$ cat config.mk
export PLATFORM = sky130hd
export DESIGN_NAME = arb_rr_bin_idx
export DESIGN_NICKNAME = d
export VERILOG_FILES = /design/src/rtl/arb_pkg.sv /design/src/rtl/rr_pick.sv /design/src/rtl/arb_rr_bin_idx.sv
export SDC_FILE = /design/constraint.sdc
export NUM_CORES = 1
export LEC_CHECK = 0
export ABC_AREA = 0
export CORE_MARGIN = 2
export CORE_UTILIZATION = 50
export CTS_CLUSTER_SIZE = 24
export DETAILED_ROUTE_END_ITERATION = 8
export PLACE_DENSITY = 0.79
export SLEW_MARGIN = 20
export SYNTH_ARGS = -nofsm -noshare
export SYNTH_HDL_FRONTEND = slang
export SYNTH_HIERARCHICAL = 1
export SYNTH_SLANG_ARGS = --single-unit
$ cat constraint.sdc
create_clock -name clk -period 2.9 [get_ports clk]
set_clock_uncertainty 0.2 [all_clocks]
set_input_delay 0.725 -clock clk [delete_from_list [all_inputs] [get_ports clk]]
set_output_delay 0.725 -clock clk [all_outputs]
set_load 0.1 [all_outputs]
$ cat src/rtl/arb_pkg.sv
// Shared definitions for the round-robin binary-index arbiter.
// Default sizing matches the 15-requester, 4-bit-index configuration.
package arb_pkg;
  localparam int NREQ_DEF  = 15;
  localparam int IDX_W_DEF = 4;

  typedef logic [IDX_W_DEF-1:0] arb_idx_t;
  typedef logic [NREQ_DEF-1:0]  arb_req_t;
endpackage

$ cat src/rtl/rr_pick.sv
// rr_pick: combinational round-robin search.
// Finds the first set request at or above ptr, wrapping from NREQ-1 back
// to 0. The request vector is concatenated with itself, and bits below ptr
// are masked out. The lowest surviving bit is the winner. Any bit in the
// upper copy lies at or above ptr, so it is never masked, and a request
// anywhere is always found.
// Ports:
//   req   in  NREQ   level requests
//   ptr   in  IDX_W  search start (0..NREQ-1)
//   found out 1      at least one request present
//   idx   out IDX_W  winner index (valid when found)
module rr_pick
  import arb_pkg::*;
#(
  parameter int NREQ  = NREQ_DEF,
  parameter int IDX_W = IDX_W_DEF
) (
  input  logic [NREQ-1:0]  req,
  input  logic [IDX_W-1:0] ptr,
  output logic             found,
  output logic [IDX_W-1:0] idx
);
  logic [2*NREQ-1:0] dbl;
  logic [2*NREQ-1:0] masked;

  always_comb begin
    dbl    = {req, req};
    masked = '0;
    for (int j = 0; j < 2*NREQ; j++)
      masked[j] = dbl[j] && (j >= int'(ptr));
  end

  // Descending scan, so the lowest set position is written last and wins.
  always_comb begin
    found = 1'b0;
    idx   = '0;
    for (int j = 2*NREQ-1; j >= 0; j--) begin
      if (masked[j]) begin
        found = 1'b1;
        idx   = (j >= NREQ) ? IDX_W'(j - NREQ) : IDX_W'(j);
      end
    end
  end
endmodule

$ cat src/rtl/arb_rr_bin_idx.sv
// arb_rr_bin_idx: round-robin arbiter with a registered binary winner index
// and a valid/ready handshake toward the binary-to-one-hot decode stage.
// The index holds stable under backpressure. IDLE and HOLD are the two
// states, and they are simply gnt_valid_q = 0 and gnt_valid_q = 1.
// Optional macro ARB_RR_LOCK_EN adds a 'lock' input. While lock is set, the
// current winner is re-granted and the pointer stays put, so a multi-beat
// burst is not interrupted.
// Ports:
//   clk       in  1      rising-edge clock
//   rst       in  1      synchronous active-high reset
//   req       in  NREQ   level requests
//   gnt_ready in  1      downstream accepts gnt_idx
//   lock      in  1      (ARB_RR_LOCK_EN only) keep the current winner
//   gnt_valid out 1      gnt_idx is a valid winner
//   gnt_idx   out IDX_W  winner index, 0..NREQ-1
module arb_rr_bin_idx
  import arb_pkg::*;
#(
  parameter int NREQ  = NREQ_DEF,
  parameter int IDX_W = IDX_W_DEF
) (
  input  logic             clk,
  input  logic             rst,
  input  logic [NREQ-1:0]  req,
  input  logic             gnt_ready,
`ifdef ARB_RR_LOCK_EN
  input  logic             lock,
`endif
  output logic             gnt_valid,
  output logic [IDX_W-1:0] gnt_idx
);
  logic             gnt_valid_q, gnt_valid_d;
  logic [IDX_W-1:0] gnt_idx_q, gnt_idx_d;
  logic [IDX_W-1:0] ptr_q, ptr_d;
  logic [IDX_W-1:0] idx_nxt, ptr_srch, pick_idx;
  logic             pick_found, xfer, lock_hit;

  always_comb begin
    xfer     = gnt_valid_q && gnt_ready;
    idx_nxt  = (gnt_idx_q == IDX_W'(NREQ-1)) ? '0 : gnt_idx_q + 1'b1;
    // The search for the next winner starts at the post-transfer pointer.
    // Because of this, a back-to-back grant already skips the requester
    // that just won.
    ptr_srch = xfer ? idx_nxt : ptr_q;
`ifdef ARB_RR_LOCK_EN
    lock_hit = xfer && lock && req[gnt_idx_q];
`else
    lock_hit = 1'b0;
`endif
  end

  rr_pick #(.NREQ(NREQ), .IDX_W(IDX_W)) u_pick (
    .req   (req),
    .ptr   (ptr_srch),
    .found (pick_found),
    .idx   (pick_idx)
  );

  always_comb begin
    gnt_valid_d = gnt_valid_q;
    gnt_idx_d   = gnt_idx_q;
    ptr_d       = ptr_q;
    if (!gnt_valid_q || xfer) begin
      if (lock_hit) begin
        gnt_valid_d = 1'b1;            // same index again, pointer frozen
      end else begin
        ptr_d       = ptr_srch;        // only moves when xfer is set
        gnt_valid_d = pick_found;
        if (pick_found) gnt_idx_d = pick_idx;
      end
    end
  end

  always_ff @(posedge clk) begin
    if (rst) begin
      gnt_valid_q <= 1'b0;
      gnt_idx_q   <= '0;
      ptr_q       <= '0;
    end else begin
      gnt_valid_q <= gnt_valid_d;
      gnt_idx_q   <= gnt_idx_d;
      ptr_q       <= ptr_d;
    end
  end

  assign gnt_valid = gnt_valid_q;
  assign gnt_idx   = gnt_idx_q;
endmodule

# Yosys cells after proc, flatten, opt, wreduce, memory -nomap -nowiden
# Index checks and enable logic that the tools add are counted.
# W data, S select, Z words.
dict set report word_totals {
  register_bits 9
  input_bits 18
  elab_cells 101
  output_inout_bits 5
}
dict set report classes {
  reduce_logical 19
  magnitude_cmp 15
  eq_ne 1
  muxes 62
  n_addsub 1
}
# cell count
set op_table {}
lappend op_table {{$mux W4} 32}
lappend op_table {{$mux W1} 30}
lappend op_table {{$ge A4 B4 Y1 const A} 7}
lappend op_table {{$ge A3 B4 Y1 const A} 4}
lappend op_table {{$logic_and A1 B1 Y1} 16}
lappend op_table {{$ge A1 B4 Y1 const A} 2}
lappend op_table {{$ge A2 B4 Y1 const A} 2}
lappend op_table {{$add A4 B1 Y4 const B} 1}
lappend op_table {{$eq A4 B4 Y1 const B} 1}
lappend op_table {{$reduce_and A2 Y1} 1}
lappend op_table {{$logic_not A1 Y1} 1}
lappend op_table {{$logic_or A1 B1 Y1} 1}

# Longest topological paths before layout
dict set report depth {
  word_depth 31
  mapped_depth 12
  ltp_nobuf 10
}

# Modules after synthesis
# Netlist, hierarchy kept.
# module instances seq_area_each_um2 cells_each area_each_um2
set modules_own_cells {}
lappend modules_own_cells {rr_pick 1 0.0 105 651.9}
lappend modules_own_cells {arb_rr_bin_idx 1 180.2 48 412.9}

# Worst setup path after synthesis
# No wires, ideal clock.
dict set report synth_timing {
  kind {reg-to-reg}
  start {reg gnt_idx_q[2], in the netlist gnt_idx[2]}
  end {reg gnt_idx_q[2], in the netlist gnt_idx[2]}
  path_slack_ps -134
  stages_incl_launch_ff 12
  setup_time_ps 135
  period_less_slack_ps 3034
  path_buffers 2
  required_time_ps 2565
  t_arrival_ps 2698
  cell_sequence {dfxtp_1 > a21oi_1 > a211oi_1 > nor2_1 > buf_4 > buf_2 > o31ai_2 > o2bb2a_1 > o21ai_0 > a21oi_1 > nand3_1 > a21oi_1}
}
dict set report synth_between {
  elab_cells_between_ends 65
  classes_between {1 x add/sub; 15 x order compare; 1 x eq/ne; 32 x mux; 16 x reduce/logical}
}
# element line_no
set synth_lines {}
lappend synth_lines {{from (decl)} arb_rr_bin_idx.sv:33} ;# logic [IDX_W-1:0] gnt_idx_q, gnt_idx_d;
lappend synth_lines {{from (signal assigned)} arb_rr_bin_idx.sv:81} ;# gnt_idx_q <= gnt_idx_d;
lappend synth_lines {{$eq A4 B4 Y1 *} arb_rr_bin_idx.sv:40} ;# idx_nxt = (gnt_idx_q == IDX_W'(NREQ-1)) ? '0 : gnt_idx_q + 1'b1;
lappend synth_lines {{$mux W4 *} arb_rr_bin_idx.sv:40}
lappend synth_lines {{$mux W4 *} arb_rr_bin_idx.sv:44} ;# ptr_srch = xfer ? idx_nxt : ptr_q;
lappend synth_lines {{named net ptr_srch[1]} arb_rr_bin_idx.sv:35} ;# logic [IDX_W-1:0] idx_nxt, ptr_srch, pick_idx;
lappend synth_lines {{$ge A4 B4 Y1} rr_pick.sv:30} ;# masked[j] = dbl[j] && (j >= int'(ptr));
lappend synth_lines {{$logic_and A1 B1 Y1} rr_pick.sv:30}
lappend synth_lines {{$mux W4 (14 in a row)} rr_pick.sv:38} ;# if (masked[j]) begin
lappend synth_lines {{$mux W4 *} rr_pick.sv:38}
lappend synth_lines {{named net pick_idx[2]} arb_rr_bin_idx.sv:35}
# The timed path passes the listed nets; every way through them passes the cells marked *.
# A chain may end at the register's enable or synchronous reset.

# Worst setup path in the final report
dict set report layout_timing {
  start {in gnt_ready}
  end {reg gnt_idx_q[0], in the netlist gnt_idx[0]}
}
dict set report layout_between {
  elab_cells_between_ends 64
  classes_between {15 x order compare; 31 x mux; 18 x reduce/logical}
}
# element line_no
set layout_lines {}
lappend layout_lines {{from (decl)} arb_rr_bin_idx.sv:25} ;# input logic gnt_ready,
lappend layout_lines {{$logic_and A1 B1 Y1 *} arb_rr_bin_idx.sv:39} ;# xfer = gnt_valid_q && gnt_ready;
lappend layout_lines {{$mux W4 *} arb_rr_bin_idx.sv:44}
lappend layout_lines {{named net ptr_srch[1]} arb_rr_bin_idx.sv:35}
lappend layout_lines {{$ge A4 B4 Y1} rr_pick.sv:30}
lappend layout_lines {{$logic_and A1 B1 Y1} rr_pick.sv:30}
lappend layout_lines {{$mux W4 (14 in a row)} rr_pick.sv:38}
lappend layout_lines {{$mux W4 *} rr_pick.sv:38}
lappend layout_lines {{named net pick_idx[0]} arb_rr_bin_idx.sv:35}
# Marks and branches as above.

==> flow_metrics.tcl <==
set metrics [dict create \
    clkTransAtPathRegs_ns 0.06 \
    worst-path-stages 13 \
    wl_um 4820 \
    htree_levels 1 \
    cellPowerDensity_nw_per_um2 383 \
    fin_crit_sh_pct 99.6 \
    grt_max_degree 10 \
    worstPathCellList "dlygate4sd2_1 -> nand2_2 -> buf_4 -> a211oi_4 -> nor2_2 -> buf_4 -> nor3b_2 -> nor2_1 -> a221o_1 -> nand3_1 -> o2bb2ai_1 -> nand3_1 -> a21oi_1" \
    hold_class "reg2reg" \
    slowest_stage "a221o_1" \
    cp_num_buf_inv 3 \
    dieWidth_um 50.1 \
    crit_family "compound AO/OA/AOI/OAI gates" \
    final_nets 228 \
    antenna_cells 0 \
    r2r_start "gnt_idx[1]$_SDFFE_PP0P_" \
    vias 1622 \
    synth_area_per_cell_sq_um 6.96 \
    grt.total_usage_pct 39.4 \
    slew_headroom_pct 67.1 \
    hold_end "gnt_idx[3]$_SDFFE_PP0P_" \
    start_kind "input port" \
    overflow 0 \
    setup.worst_path.class "in2reg" \
    worstPathArrival_ns 2.83 \
    cts_root_buf "clkbuf_4" \
    antenna_found_initial 0 \
    drc 0 \
    numCtsBuffers 3 \
    globalplace.congestion 0.979 \
    max_cap_violations 0 \
    fin_crit_ns 2.89 \
    drv_slew 0 \
    avgViaCountPerCell 6.87 \
    cts_tree "done" \
    utilization_pct 82.8 \
    clk_latency_ns 0.27 \
    finalInstanceArea_sq_um 1640 \
    drive_gt1_share_pct 33.5 \
    portBuffers 22 \
    syn_nets 171 \
    placed_area_sq_um 1490 \
    syn_inst 153 \
    p_leak_nw 0.678 \
    netlist_area_sq_um 1060 \
    clockBufferDepth 2 \
    firstDrtPassIters 5 \
    synthFlopType "dfxtp_1" \
    ys_ff_latch 9 \
    run_status "completed" \
    reg2reg_depth 11 \
    syn_to_final_growth_pct 54.2 \
    crit_fanout 7 \
    core.rowCount 16 \
    worst_pin_slew_ns 0.489 \
    worstHoldPathCells 2 \
    slowest_delay_ns 0.40 \
    grt_pass1_wl_um 7480 \
    r2r_setup_slack_ns 0.19 \
    drt_iter0_drc 131 \
    yosys_warnings 6 \
    die_h_um 50.1 \
    min_from "gnt_idx[3]$_SDFFE_PP0P_" \
    async_flop_share_pct 0 \
    core_area_sq_um 1980 \
    die_area_sq_um 2510 \
    crit_path_end_kind "flip-flop" \
    pin_count 23 \
    max-vdd-ir-drop_mv 0.364 \
    timing.rr.end "gnt_idx[0]$_SDFFE_PP0P_" \
    mostFrequentLayoutCells "buf_4, a21oi_1, clkdlybuf4s50_1" \
    grt_pass1_vias 1554 \
    finalHoldViolations 0 \
    ys_seq_area_share_pct 16.9 \
    synth_edf_count 0 \
    ys_types 48 \
    setup_viol 0 \
    max_freq_mhz 346 \
    post_drt_wl_per_cell_um 20.4 \
    layout_commonest_cell "buf_4" \
    start_util_pct 53.7 \
    clock_sinks 9 \
    rsz0062_at_grt "false" \
    dpl.hpwl_um 2880 \
    critPathRequiredTime_ns 2.84 \
    detail-route-antenna-nets 0 \
]
how the worst max path moves through the flow:
| stage | start | endpoint | slack (ns) |
|---|---|---|---|
| final | gnt_ready | gnt_idx[0]$_SDFFE_PP0P_ | 0.01 |
| after global placement | gnt_ready | gnt_idx[3]$_SDFFE_PP0P_ | -0.39 |
| after global routing | gnt_ready | gnt_idx[0]$_SDFFE_PP0P_ | 0.003 |
| after floorplan | gnt_idx[2]$_SDFFE_PP0P_ | gnt_idx[2]$_SDFFE_PP0P_ | 0.23 |
| after detailed placement | gnt_ready | gnt_idx[0]$_SDFFE_PP0P_ | -0.45 |
| after CTS | gnt_ready | gnt_idx[3]$_SDFFE_PP0P_ | 0.18 |
cells by family after synthesis:
| logic type | synth area share (%) |
|---|---|
| AO/OA/AOI/OAI | 37.7 |
| buffers and inverters | 7.17 |
| flip-flops | 16.9 |
| multiplexers | 1.41 |
| AND/OR/NAND/NOR | 36.8 |
timing repair:
action,CTS,global route
resized for setup,15,1
endpoints found under the setup margin,4,2
setup buffers,5,0
pin swaps,6,0
cloned,2,0
hold buffers,0,0
layout make-up:
class                   instances  area (sq um)
multi-input cells             130           886
repair buffers                 57           473
fillers                       116           340
flip-flops and latches          9           186
inverters                       9          36.3
well taps                      27          33.8
clock buffers                   4          26.3
cell usage after synthesis, types with 2 or more instances:
| master | count | area share (%) |
|---|---|---|
| nand3b_1 | 2 | 1.4 |
| and4b_1 | 3 | 2.8 |
| o211ai_1 | 2 | 1.4 |
| dfxtp_1 | 9 | 17 |
| o31ai_1 | 2 | 1.4 |
| or2_2 | 2 | 1.2 |
| nor3_1 | 5 | 2.3 |
| a31oi_1 | 5 | 2.9 |
| nand2_1 | 7 | 2.5 |
| o22ai_1 | 2 | 1.2 |
| nor2_1 | 16 | 5.6 |
| nor2b_1 | 6 | 3.5 |
| nand2b_1 | 4 | 2.3 |
| nor3b_1 | 3 | 2.1 |
| nand3_1 | 6 | 2.8 |
| a211oi_1 | 6 | 4.2 |
| or4_1 | 2 | 1.4 |
| and3_1 | 2 | 1.2 |
| buf_4 | 2 | 1.4 |
| nand4_1 | 2 | 1.2 |
| a221oi_1 | 2 | 1.6 |
| inv_1 | 8 | 2.8 |
| a21oi_1 | 17 | 8.0 |
| buf_2 | 2 | 0.94 |
| o21ai_0 | 13 | 6.1 |
worst min-delay path, delay by kind of cell (launching register included):
family	cells	cell delay (ns)
flops	1	0.36
compound gates	2	0.14
state kept, by name, summed over array words and instances, names as in the netlist:
signal,flops
ptr_q,4
gnt_valid,1
gnt_idx,4
power breakdown:
group	switching, mW	internal [mW]	total [mW]
combinational	0.214	0.159	0.373
clock	0.0457	0.0532	0.0989
sequential	0.0199	0.136	0.156
total	0.279	0.349	0.628
per-layer routing:
| layer | global-route usage (%) | wire length [um] | vias up |
|---|---|---|---|
| li1 | - | - | 703 |
| met1 | 47.3 | 1770 | 731 |
| met2 | 64.7 | 2220 | 149 |
| met3 | 12.2 | 610 | 39 |
| met4 | 16.2 | 218 | 0 |
| met5 | 0 | 0 | - |
stage by stage:
stage / worst slack (ns) / std cells / hold WS, ns / setup TNS, ns / power (mW)
2_1_floorplan: 0.230 / 153 / 0.273 / 0 / 0.339
3_3_place_gp: -0.395 / 225 / 0.316 / -1.30 / 0.451
3_5_place_dp: -0.452 / 225 / 0.317 / -1.61 / 0.462
4_1_cts: 0.179 / 236 / 0.330 / 0 / 0.600
5_1_grt: 0.00322 / 236 / 0.364 / 0 / 0.649
6_report: 0.0115 / 236 / 0.339 / 0 / 0.628
(Power assumes the default switching activity.)
